==> src/rtl/mmu_mem_arbiter_pkg.sv <==
// Shared encodings for the MMU memory-read arbiter: FSM states, requester ids
// and the round-robin successor helper.
package mmu_mem_arbiter_pkg;

  typedef enum logic {
    S_IDLE = 1'b0,
    S_BUSY = 1'b1
  } state_t;

  localparam logic [1:0] REQ_INST = 2'd0;
  localparam logic [1:0] REQ_DATA = 2'd1;
  localparam logic [1:0] REQ_CORE = 2'd2;
  localparam logic [1:0] REQ_NONE = 2'd3;

  localparam logic [15:0] CNT_MAX = 16'hFFFF;

  // Next requester in the 0 -> 1 -> 2 -> 0 rotation; REQ_NONE maps to 0.
  function automatic logic [1:0] rr_next(input logic [1:0] id);
    logic [1:0] nxt;
    case (id)
      REQ_INST: nxt = REQ_DATA;
      REQ_DATA: nxt = REQ_CORE;
      default:  nxt = REQ_INST;
    endcase
    return nxt;
  endfunction

endpackage

==> src/rtl/mmu_mem_arbiter_pick3.sv <==
// Combinational 3-way round-robin picker: the search starts just after the
// last served requester and wraps around.
module mmu_rr_pick3
  import mmu_mem_arbiter_pkg::*;
(
  input  logic [2:0] req,
  input  logic [1:0] last,
  output logic       valid,
  output logic [1:0] id
);

  logic [1:0] c0;
  logic [1:0] c1;
  logic [1:0] c2;

  always_comb begin
    c0    = rr_next(last);
    c1    = rr_next(c0);
    c2    = rr_next(c1);
    valid = |req;
    id    = REQ_NONE;
    if (req[c2]) id = c2;
    if (req[c1]) id = c1;
    if (req[c0]) id = c0;
  end

endmodule

==> src/rtl/mmu_mem_arbiter.sv <==
// Shares one memory read port between the instruction PTW, data PTW and core
// data read, one outstanding transaction at a time, with cancel and timeout.
module mmu_mem_arbiter
  import mmu_mem_arbiter_pkg::*;
#(
  parameter int unsigned TIMEOUT = 256
) (
  input  logic        CLK,
  input  logic        RST,
  input  logic        REQ0_RDEN,
  input  logic [31:0] REQ0_RADDR,
  output logic        REQ0_RVALID,
  output logic [31:0] REQ0_RDATA,
  input  logic        REQ1_RDEN,
  input  logic [31:0] REQ1_RADDR,
  output logic        REQ1_RVALID,
  output logic [31:0] REQ1_RDATA,
  input  logic        REQ2_RDEN,
  input  logic [31:0] REQ2_RADDR,
  output logic        REQ2_RVALID,
  output logic [31:0] REQ2_RDATA,
  output logic        MEM_RDEN,
  output logic [31:0] MEM_RADDR,
  input  logic [31:0] MEM_ROADDR,
  input  logic        MEM_RVALID,
  input  logic [31:0] MEM_RDATA,
  input  logic        MEM_WAIT,
  output logic [1:0]  GRANT_ID,
  output logic        BUSY,
  output logic        ERR
);

  localparam logic [15:0] CNT_LAST = 16'(TIMEOUT - 1);

  state_t      state;
  state_t      state_nx;
  logic [1:0]  owner;
  logic [1:0]  owner_nx;
  logic [1:0]  last;
  logic [1:0]  last_nx;
  logic [31:0] addr;
  logic [31:0] addr_nx;
  logic [15:0] cnt;

  logic        pick_valid;
  logic [1:0]  pick_id;
  logic [31:0] pick_addr;
  logic        owner_rden;
  logic        active;
  logic        match;
  logic        expire;
  logic        cancel;

  mmu_rr_pick3 u_pick (
    .req   ({REQ2_RDEN, REQ1_RDEN, REQ0_RDEN}),
    .last  (last),
    .valid (pick_valid),
    .id    (pick_id)
  );

  always_comb begin
    case (pick_id)
      REQ_INST: pick_addr = REQ0_RADDR;
      REQ_DATA: pick_addr = REQ1_RADDR;
      default:  pick_addr = REQ2_RADDR;
    endcase
    case (owner)
      REQ_INST: owner_rden = REQ0_RDEN;
      REQ_DATA: owner_rden = REQ1_RDEN;
      REQ_CORE: owner_rden = REQ2_RDEN;
      default:  owner_rden = 1'b0;
    endcase
  end

  // A stalled memory or an asserted reset freezes every transaction decision.
  assign active = RST && (state == S_BUSY) && !MEM_WAIT;
  assign match  = active && MEM_RVALID && (MEM_ROADDR == addr);
  assign expire = active && !match && (cnt >= CNT_LAST);
  assign cancel = active && !match && !expire && !owner_rden;

  always_comb begin
    state_nx = state;
    owner_nx = owner;
    last_nx  = last;
    addr_nx  = addr;
    case (state)
      S_IDLE: begin
        if (pick_valid && !MEM_WAIT) begin
          state_nx = S_BUSY;
          owner_nx = pick_id;
          addr_nx  = pick_addr;
        end
      end
      default: begin
        if (match || expire) begin
          state_nx = S_IDLE;
          owner_nx = REQ_NONE;
          last_nx  = owner;
        end else if (cancel) begin
          state_nx = S_IDLE;
          owner_nx = REQ_NONE;
        end
      end
    endcase
  end

  always_ff @(posedge CLK) begin
    if (!RST) begin
      state <= S_IDLE;
      owner <= REQ_NONE;
      last  <= REQ_CORE;
      addr  <= '0;
      cnt   <= '0;
    end else begin
      state <= state_nx;
      owner <= owner_nx;
      last  <= last_nx;
      addr  <= addr_nx;
      if (state == S_IDLE) cnt <= '0;
      else if (cnt != CNT_MAX) cnt <= cnt + 16'd1;
    end
  end

  assign REQ0_RVALID = match && (owner == REQ_INST);
  assign REQ1_RVALID = match && (owner == REQ_DATA);
  assign REQ2_RVALID = match && (owner == REQ_CORE);
  assign REQ0_RDATA  = REQ0_RVALID ? MEM_RDATA : '0;
  assign REQ1_RDATA  = REQ1_RVALID ? MEM_RDATA : '0;
  assign REQ2_RDATA  = REQ2_RVALID ? MEM_RDATA : '0;

  assign BUSY      = (state == S_BUSY);
  assign MEM_RDEN  = BUSY;
  assign MEM_RADDR = BUSY ? addr : '0;
  assign GRANT_ID  = owner;
  assign ERR       = expire;

endmodule

==> config.mk <==
export PLATFORM = sky130hd
export DESIGN_NAME = mmu_mem_arbiter
export DESIGN_NICKNAME = d
export VERILOG_FILES = /design/src/rtl/mmu_mem_arbiter_pkg.sv /design/src/rtl/mmu_mem_arbiter_pick3.sv /design/src/rtl/mmu_mem_arbiter.sv
export SDC_FILE = /design/constraint.sdc
export NUM_CORES = 1
export LEC_CHECK = 0
export ABC_AREA = 1
export BUFFER_PORTS_ARGS = -buffer_cell sky130_fd_sc_hd__buf_4
export CORE_AREA = 2 2 116 118
export CTS_CLUSTER_SIZE = 10
export DETAILED_ROUTE_END_ITERATION = 8
export DIE_AREA = 0 0 118 120
export HOLD_SLACK_MARGIN = 0.1
export PLACE_DENSITY = 0.74
export RECOVER_POWER = 50
export SLEW_MARGIN = 5
export SYNTH_ARGS = -nofsm -noshare
export SYNTH_HDL_FRONTEND = slang
export SYNTH_SLANG_ARGS = --single-unit
export TNS_END_PERCENT = 20
==> constraint.sdc <==
create_clock -name CLK -period 2.43 [get_ports CLK]
set_input_delay 0.3645 -clock CLK [delete_from_list [all_inputs] [get_ports CLK]]
set_output_delay 0.3645 -clock CLK [all_outputs]
set_load 0.1 [all_outputs]
; ---- Yosys cells after proc, flatten, opt, wreduce, memory -nomap -nowiden
; Cells that the tools add are included.
[totals]
romBits = 0
ff_bits = 53
memories = 0
latch_bits = 0
word_cells = 74
ramBits = 0
[op_classes]
div_mod_pow = 0
n_reduce_logical = 28
magnitude_cmp = 4
eq_ne = 9
muxes = 26
multipliers = 0
bitwise_logic = 1
shifts = 0
n_addsub = 1
[op_table]
columns = op, count
row1 = two-way mux 32 bit, 4
row2 = one-hot mux 32 bit (2 select lines), 1
row3 = equality test 32 bit, 1
row4 = "adder 16 x 1 -> 16 bit, second input constant", 1
row5 = ">= comparator 16 x 8 -> 1 bit, second input constant", 1
row6 = "inequality test 16 bit, second input constant", 1
row7 = two-way mux 2 bit, 7
row8 = logical AND 1 bit, 12
row9 = one-hot mux 2 bit (2 select lines), 3
row10 = "equality test 2 x 1 -> 1 bit, second input constant", 5
row11 = logical NOT 2 bit, 5
row12 = "< comparator 2 x 3 -> 1 bit, second input constant", 3
row13 = AND reduction 2 bit, 4
row14 = two-way mux 1 bit, 7
row15 = binary-select mux 1 bit (select 2 bit), 3
row16 = logical NOT 1 bit, 4
row17 = "inequality test 3 x 1 -> 1 bit, second input constant", 1
row18 = one-hot mux 1 bit (3 select lines), 1
row19 = OR reduction 3 bit, 1
row20 = "equality test 2 bit, second input constant", 1
row21 = nonzero test 2 bit, 1
row22 = logical OR 1 bit, 1
row23 = NOT 1 bit, 1

; ---- Longest topological paths before layout
[depth]
word_depth = 13
mapped_depth = 16

; ---- Modules after synthesis
; From an unflattened synthesis, not the netlist that was laid out.
[hier_totals]
hier_cells = 817
area_unflattened_um2 = 4538.1
[by_module_without_submodules]
columns = module, area_each_um2, n_inst, cells_per_inst
row1 = mmu_mem_arbiter, 4415.5, 1, 786
row2 = mmu_rr_pick3, 122.6, 1, 31

; ---- Worst setup path before layout
; Ideal clock, no wire load.
[synth_timing]
path_kind = reg-to-output
from = register state, in the netlist BUSY
to = output ERR
n_path_buf = 1
t_required_ns = 2.066
slack_ns = -1.599
t_arrival_ns = 3.664
path_stages_with_launch = 6
cell_sequence = dfxtp_1 buf_2 nand2_2 nor2_2 inv_1 nor3_1
[synth_via]
elab_chain_len = 7
[synth_lines]
columns = item, line
row1 = start: declaration, mmu_mem_arbiter.sv:35  ; state_t state;
row2 = start signal: assignment, mmu_mem_arbiter.sv:115  ; state <= state_nx;
row3 = logical AND 1 bit * (2 in series), mmu_mem_arbiter.sv:76  ; assign active = RST && (state == S_BUSY) && !MEM_WAIT;
row4 = logical AND 1 bit (2 in series), mmu_mem_arbiter.sv:77  ; assign match = active && MEM_RVALID && (MEM_ROADDR == addr);
row5 = logical NOT 1 bit, mmu_mem_arbiter.sv:78  ; assign expire = active && !match && (cnt >= CNT_LAST);
row6 = logical AND 1 bit * (2 in series), mmu_mem_arbiter.sv:78
row7 = end: declaration, mmu_mem_arbiter.sv:30  ; output logic ERR
; Mark *: on every way between the ends. The rest lies on a longest branch, timed or not.

; ---- Worst setup path after layout
[layout_timing]
from = register addr[22]
to = output REQ2_RDATA[14]
[layout_via]
elab_chain_len = 4
[layout_lines]
columns = item, line
row1 = start: declaration, mmu_mem_arbiter.sv:41  ; logic [31:0] addr;
row2 = start signal: assignment, mmu_mem_arbiter.sv:118  ; addr <= addr_nx;
row3 = equality test 32 bit, mmu_mem_arbiter.sv:77
row4 = logical AND 1 bit, mmu_mem_arbiter.sv:77
row5 = logical AND 1 bit, mmu_mem_arbiter.sv:126  ; assign REQ2_RVALID = match && (owner == REQ_CORE);
row6 = two-way mux 32 bit, mmu_mem_arbiter.sv:129  ; assign REQ2_RDATA = REQ2_RVALID ? MEM_RDATA : '0;
row7 = end: declaration, mmu_mem_arbiter.sv:21  ; output logic [31:0] REQ2_RDATA,
; Every way passes these cells.

==> run summary <==
The post-synthesis register bit count came out at 53. The kind of end point of the critical path is a primary output. In this run the worst hold path is classified as input pin to flip-flop. The power density normalized to cell area came out at 295 nW/µm². The total met3 wirelength after detailed routing came out at 1.84 mm.

The first-pass GRT wire length came out at 35.0 mm. The number of DRC violations after detailed-routing iteration 0 is 347. The root buffer cell chosen for the clock tree is sky130_fd_sc_hd__clkbuf_16.

The fmax came out at 364 MHz. The number of warning messages in the yosys log is 0. The number of buffers on the longest clock path came out at 2. The flow ran to the end, but the final reports show violations. The via count of the first global-routing pass was 6,550. The share of the core filled with cells came out at 77.3%. The final wirelength is 23.9 mm.

The post-synthesis cell type count is 36. Sorting the synthesized cells by area gives the leading types as sky130_fd_sc_hd__dfxtp_1 23%, sky130_fd_sc_hd__nand2_1 21%, sky130_fd_sc_hd__inv_1 16%, sky130_fd_sc_hd__nor2_1 11%, sky130_fd_sc_hd__a21oi_1 8.0%. The cell count after placement is 1,357.

The routed wirelength normalized by instance count is 17.1 µm. The total of hold buffers inserted after clock tree synthesis is 0. The detail-routed via count per cell came out at 4.86. Counting every instance in the synthesized netlist gives 890. The die extent in x is 118 µm. The post-detailed-route DRC marker count came out at 0. The area of the placeable core came out at 13,000 µm².

The combined buffer and inverter count along the critical path is 4. The effective utilization at floorplan is 36.2%. The area after detailed placement came out at 8030 µm². After clock tree synthesis, the clock-pin slew on the worst setup and hold paths is 80 ps. The number of filler cells placed in the layout is 925. The post-route cell area came out at 10,000 µm². The post-synth design cell area came out at 4700 µm². The area of the die came out at 14,200 µm². The clock reaches the later pin of the worst-skew pair after 300 ps. The clock tree from TritonCTS is built. The cell that appears most often on the critical path is sky130_fd_sc_hd__nand2_1. The share of layout cells above drive strength 1 came out at 44.6%. The number of nets in the layout is 1,393.

The signal on the critical path passes through inv_1 > nand2_1 > nand2_1 > nor2_1 > nand2_1 > nor2_1 > nand3_2 > nor2_4 > buf_12 > nand3_4 > clkbuf_16 > nor2_4 > buf_12. After layout, the worst path uses 113% of the clock period. The arrival time reported for the critical path endpoint came out at 2380 ps. TritonCTS created 5 clock buffers.

The tightest slew margin relative to the limit came out at 17.5%. The synthesized design devotes to its leading area cell type 22.6% of total area. The library cell with the largest summed area after synthesis is sky130_fd_sc_hd__dfxtp_1. The overflow left after global routing is 0.

The maximum number of pins on one net before global-route repair is 66. The multi-input logic area came out at 3570 µm². Max-cap violations in this run came to 0.

The number of ports placed on the die boundary is 303. The total routed wire length on the met1 layer came out at 8.49 mm. The slowest stage of the critical path belongs to the cell sky130_fd_sc_hd__dfxtp_2. After the flow finishes, the layout carries non-filler instances totaling 1,402. Detailed placement finished with a half-perimeter wire length of 15.0 mm. The largest clock skew in the final design came out at 8.75 ps. The kind of cell with the highest combined delay along the critical path is simple AND/OR/NAND/NOR gates. The number of nets produced by synthesis came out at 1,058.

The time the worst path needs with I/O delays and setup came out at 2750 ps. The die outline height came out at 120 µm. The worst supply voltage drop on vdd came out at 0.000323 V.

The clock sink total came out at 53. The number of search-and-repair iterations in the first detailed-routing pass came out at 6. At the pin with the least slew margin, the transition time is 1240 ps. The H-tree level count is 2.

The final hold violation count is 0. The number of antenna repair diodes came out at 0. The via count of the routed design came out at 6,819. The total setup violations reported at the end of the flow came out at 101.

The sequential share of the synthesized area is 22.6%. The critical path in this run is classified as flip-flop to primary output. In the layout the commonest cells are 246 x sky130_fd_sc_hd__nand2_1, 240 x sky130_fd_sc_hd__buf_4, 184 x sky130_fd_sc_hd__inv_1. The number of I/O port buffers is 302. The mean cell area of the mapped netlist is 5.28 µm².

The floorplan has 42 rows. Leaving out fill and tap cells, the most frequent cell in the layout is sky130_fd_sc_hd__nand2_1. The final number of max-transition violations is 0. The global placer's final weighted congestion came out at 0.901. The final reports fail on setup timing. The startpoint class of the critical path is a flip-flop. The maximum cell stage delay along the critical path is 340 ps.

The area added between synthesis and finish is 113%. In this run the remaining antenna-violating nets after routing total 0. Summed over all cells, the static leakage comes to 5.04 nW.

The uppermost signal routing layer after detailed routing is met4. The number of antenna violations at the first check in global routing came out at 0. The amount of wire on met2 after detailed routing is 12.5 mm. Across all setup checks in the final design, the least slack found is -316 ps. In the final layout, flip-flops and latches occupy 1100 µm². For the worst setup path, the data required time is 2070 ps.

Setup repair after global routing could not meet its margin everywhere. For this run, the total global-route usage over all layers was measured as 31.1%. The largest fanout of any net on the critical path is 6.
## Yosys cell counts, drive strengths merged
library cell and number:
nand4 12, or2 2, nand2 264, nor2 146, nor4 2, nand3 55
xnor2 8, a41oi 1, clkbuf 10, inv 197, xor2 5, o31ai 1
dfxtp 53, clkinv 1, nand3b 3, nor3 11, a211oi 2, a31oi 2
and2 1, buf 23, o21ai 14, ha 1, a21oi 76
## what timing repair did
item	in CTS	in global routing
pin swaps	4	24
setup endpoints to repair	99	135
setup buffers	25	3
resized for setup	301	61
cloned	3	6
## power by group
part	total [W]	internal [W]	switching, W	leakage (nW)
logic	0.00117	0.000452	0.000721	4.52
registers	0.000994	0.000934	0.0000605	0.442
clock network	0.000795	0.000444	0.000351	0.0805
## final cells by class
cell class	instances	share of cell area (%)
timing repair buffer	361	42.2
multi-input combinational	606	35.6
sequential	53	10.9
inverter	198	7.52
tap	176	2.20
clock buffer	7	1.52
clock inverter	1	0.0873
## path summary, 6_finish.rpt
path                   from        endpoint  slack [ps]  cells past startpoint
min          REQ1_RADDR[14]        addr[14]         340                      5
min reg2reg          cnt[4]          cnt[4]         480                      2
max                addr[22]  REQ2_RDATA[14]        -320                     13
max reg2reg         addr[9]     GRANT_ID[1]         -90                     22
## worst register-to-register path, cell delays in order (launching register included)
cell and delay (ps):
sky130_fd_sc_hd__dfxtp_2 330, sky130_fd_sc_hd__inv_2 60, sky130_fd_sc_hd__nand2_2 60, sky130_fd_sc_hd__buf_4 130, sky130_fd_sc_hd__buf_4 130, sky130_fd_sc_hd__buf_4 130
sky130_fd_sc_hd__buf_4 120, sky130_fd_sc_hd__buf_4 120, sky130_fd_sc_hd__buf_4 120, sky130_fd_sc_hd__buf_4 120, sky130_fd_sc_hd__buf_4 120, sky130_fd_sc_hd__buf_4 120
sky130_fd_sc_hd__buf_4 120, sky130_fd_sc_hd__nand2_1 60, sky130_fd_sc_hd__nor2_1 40, sky130_fd_sc_hd__nand3_1 70, sky130_fd_sc_hd__nor2_1 60, sky130_fd_sc_hd__nand3_1 120
sky130_fd_sc_hd__nand3_2 100, sky130_fd_sc_hd__nand3_4 120, sky130_fd_sc_hd__nand2_2 60, sky130_fd_sc_hd__nand2_1 50, sky130_fd_sc_hd__nand3_1 70
## state kept, by name (all words and copies together), names as in the netlist
| signal | cells |
|---|---|
| BUSY | 1 |
| GRANT_ID | 2 |
| addr | 32 |
| cnt | 16 |
| last | 2 |
## cells by family after synthesis
| family | share of synthesized area (%) |
|---|---|
| simple gates | 43.8 |
| compound gates | 10.9 |
| flops | 22.6 |
| buf+inv | 19.9 |
| fa+ha+maj | 0.266 |
| xor+xnor | 2.42 |
## layer usage
metal / vias to the layer above / global-route usage, %
met2: 322 / 59.5
met3: 76 / 8.17
met5: - / 0
li1: 3342 / -
met4: 0 / 12.6
met1: 3079 / 32.1
## stage by stage
step                      hold slack [ps]  total power (W)  worst slack (ps)  setup TNS, ps
final                                 339          0.00296              -316         -24900
after global routing                  353          0.00312              -478         -41650
after CTS                             340          0.00294              -146          -9020
after detailed placement              473          0.00209              -124          -7840
after global placement                462          0.00208             -78.5          -4140
after floorplan                       441          0.00168              -284         -21310
(Power assumes the default switching activity.)
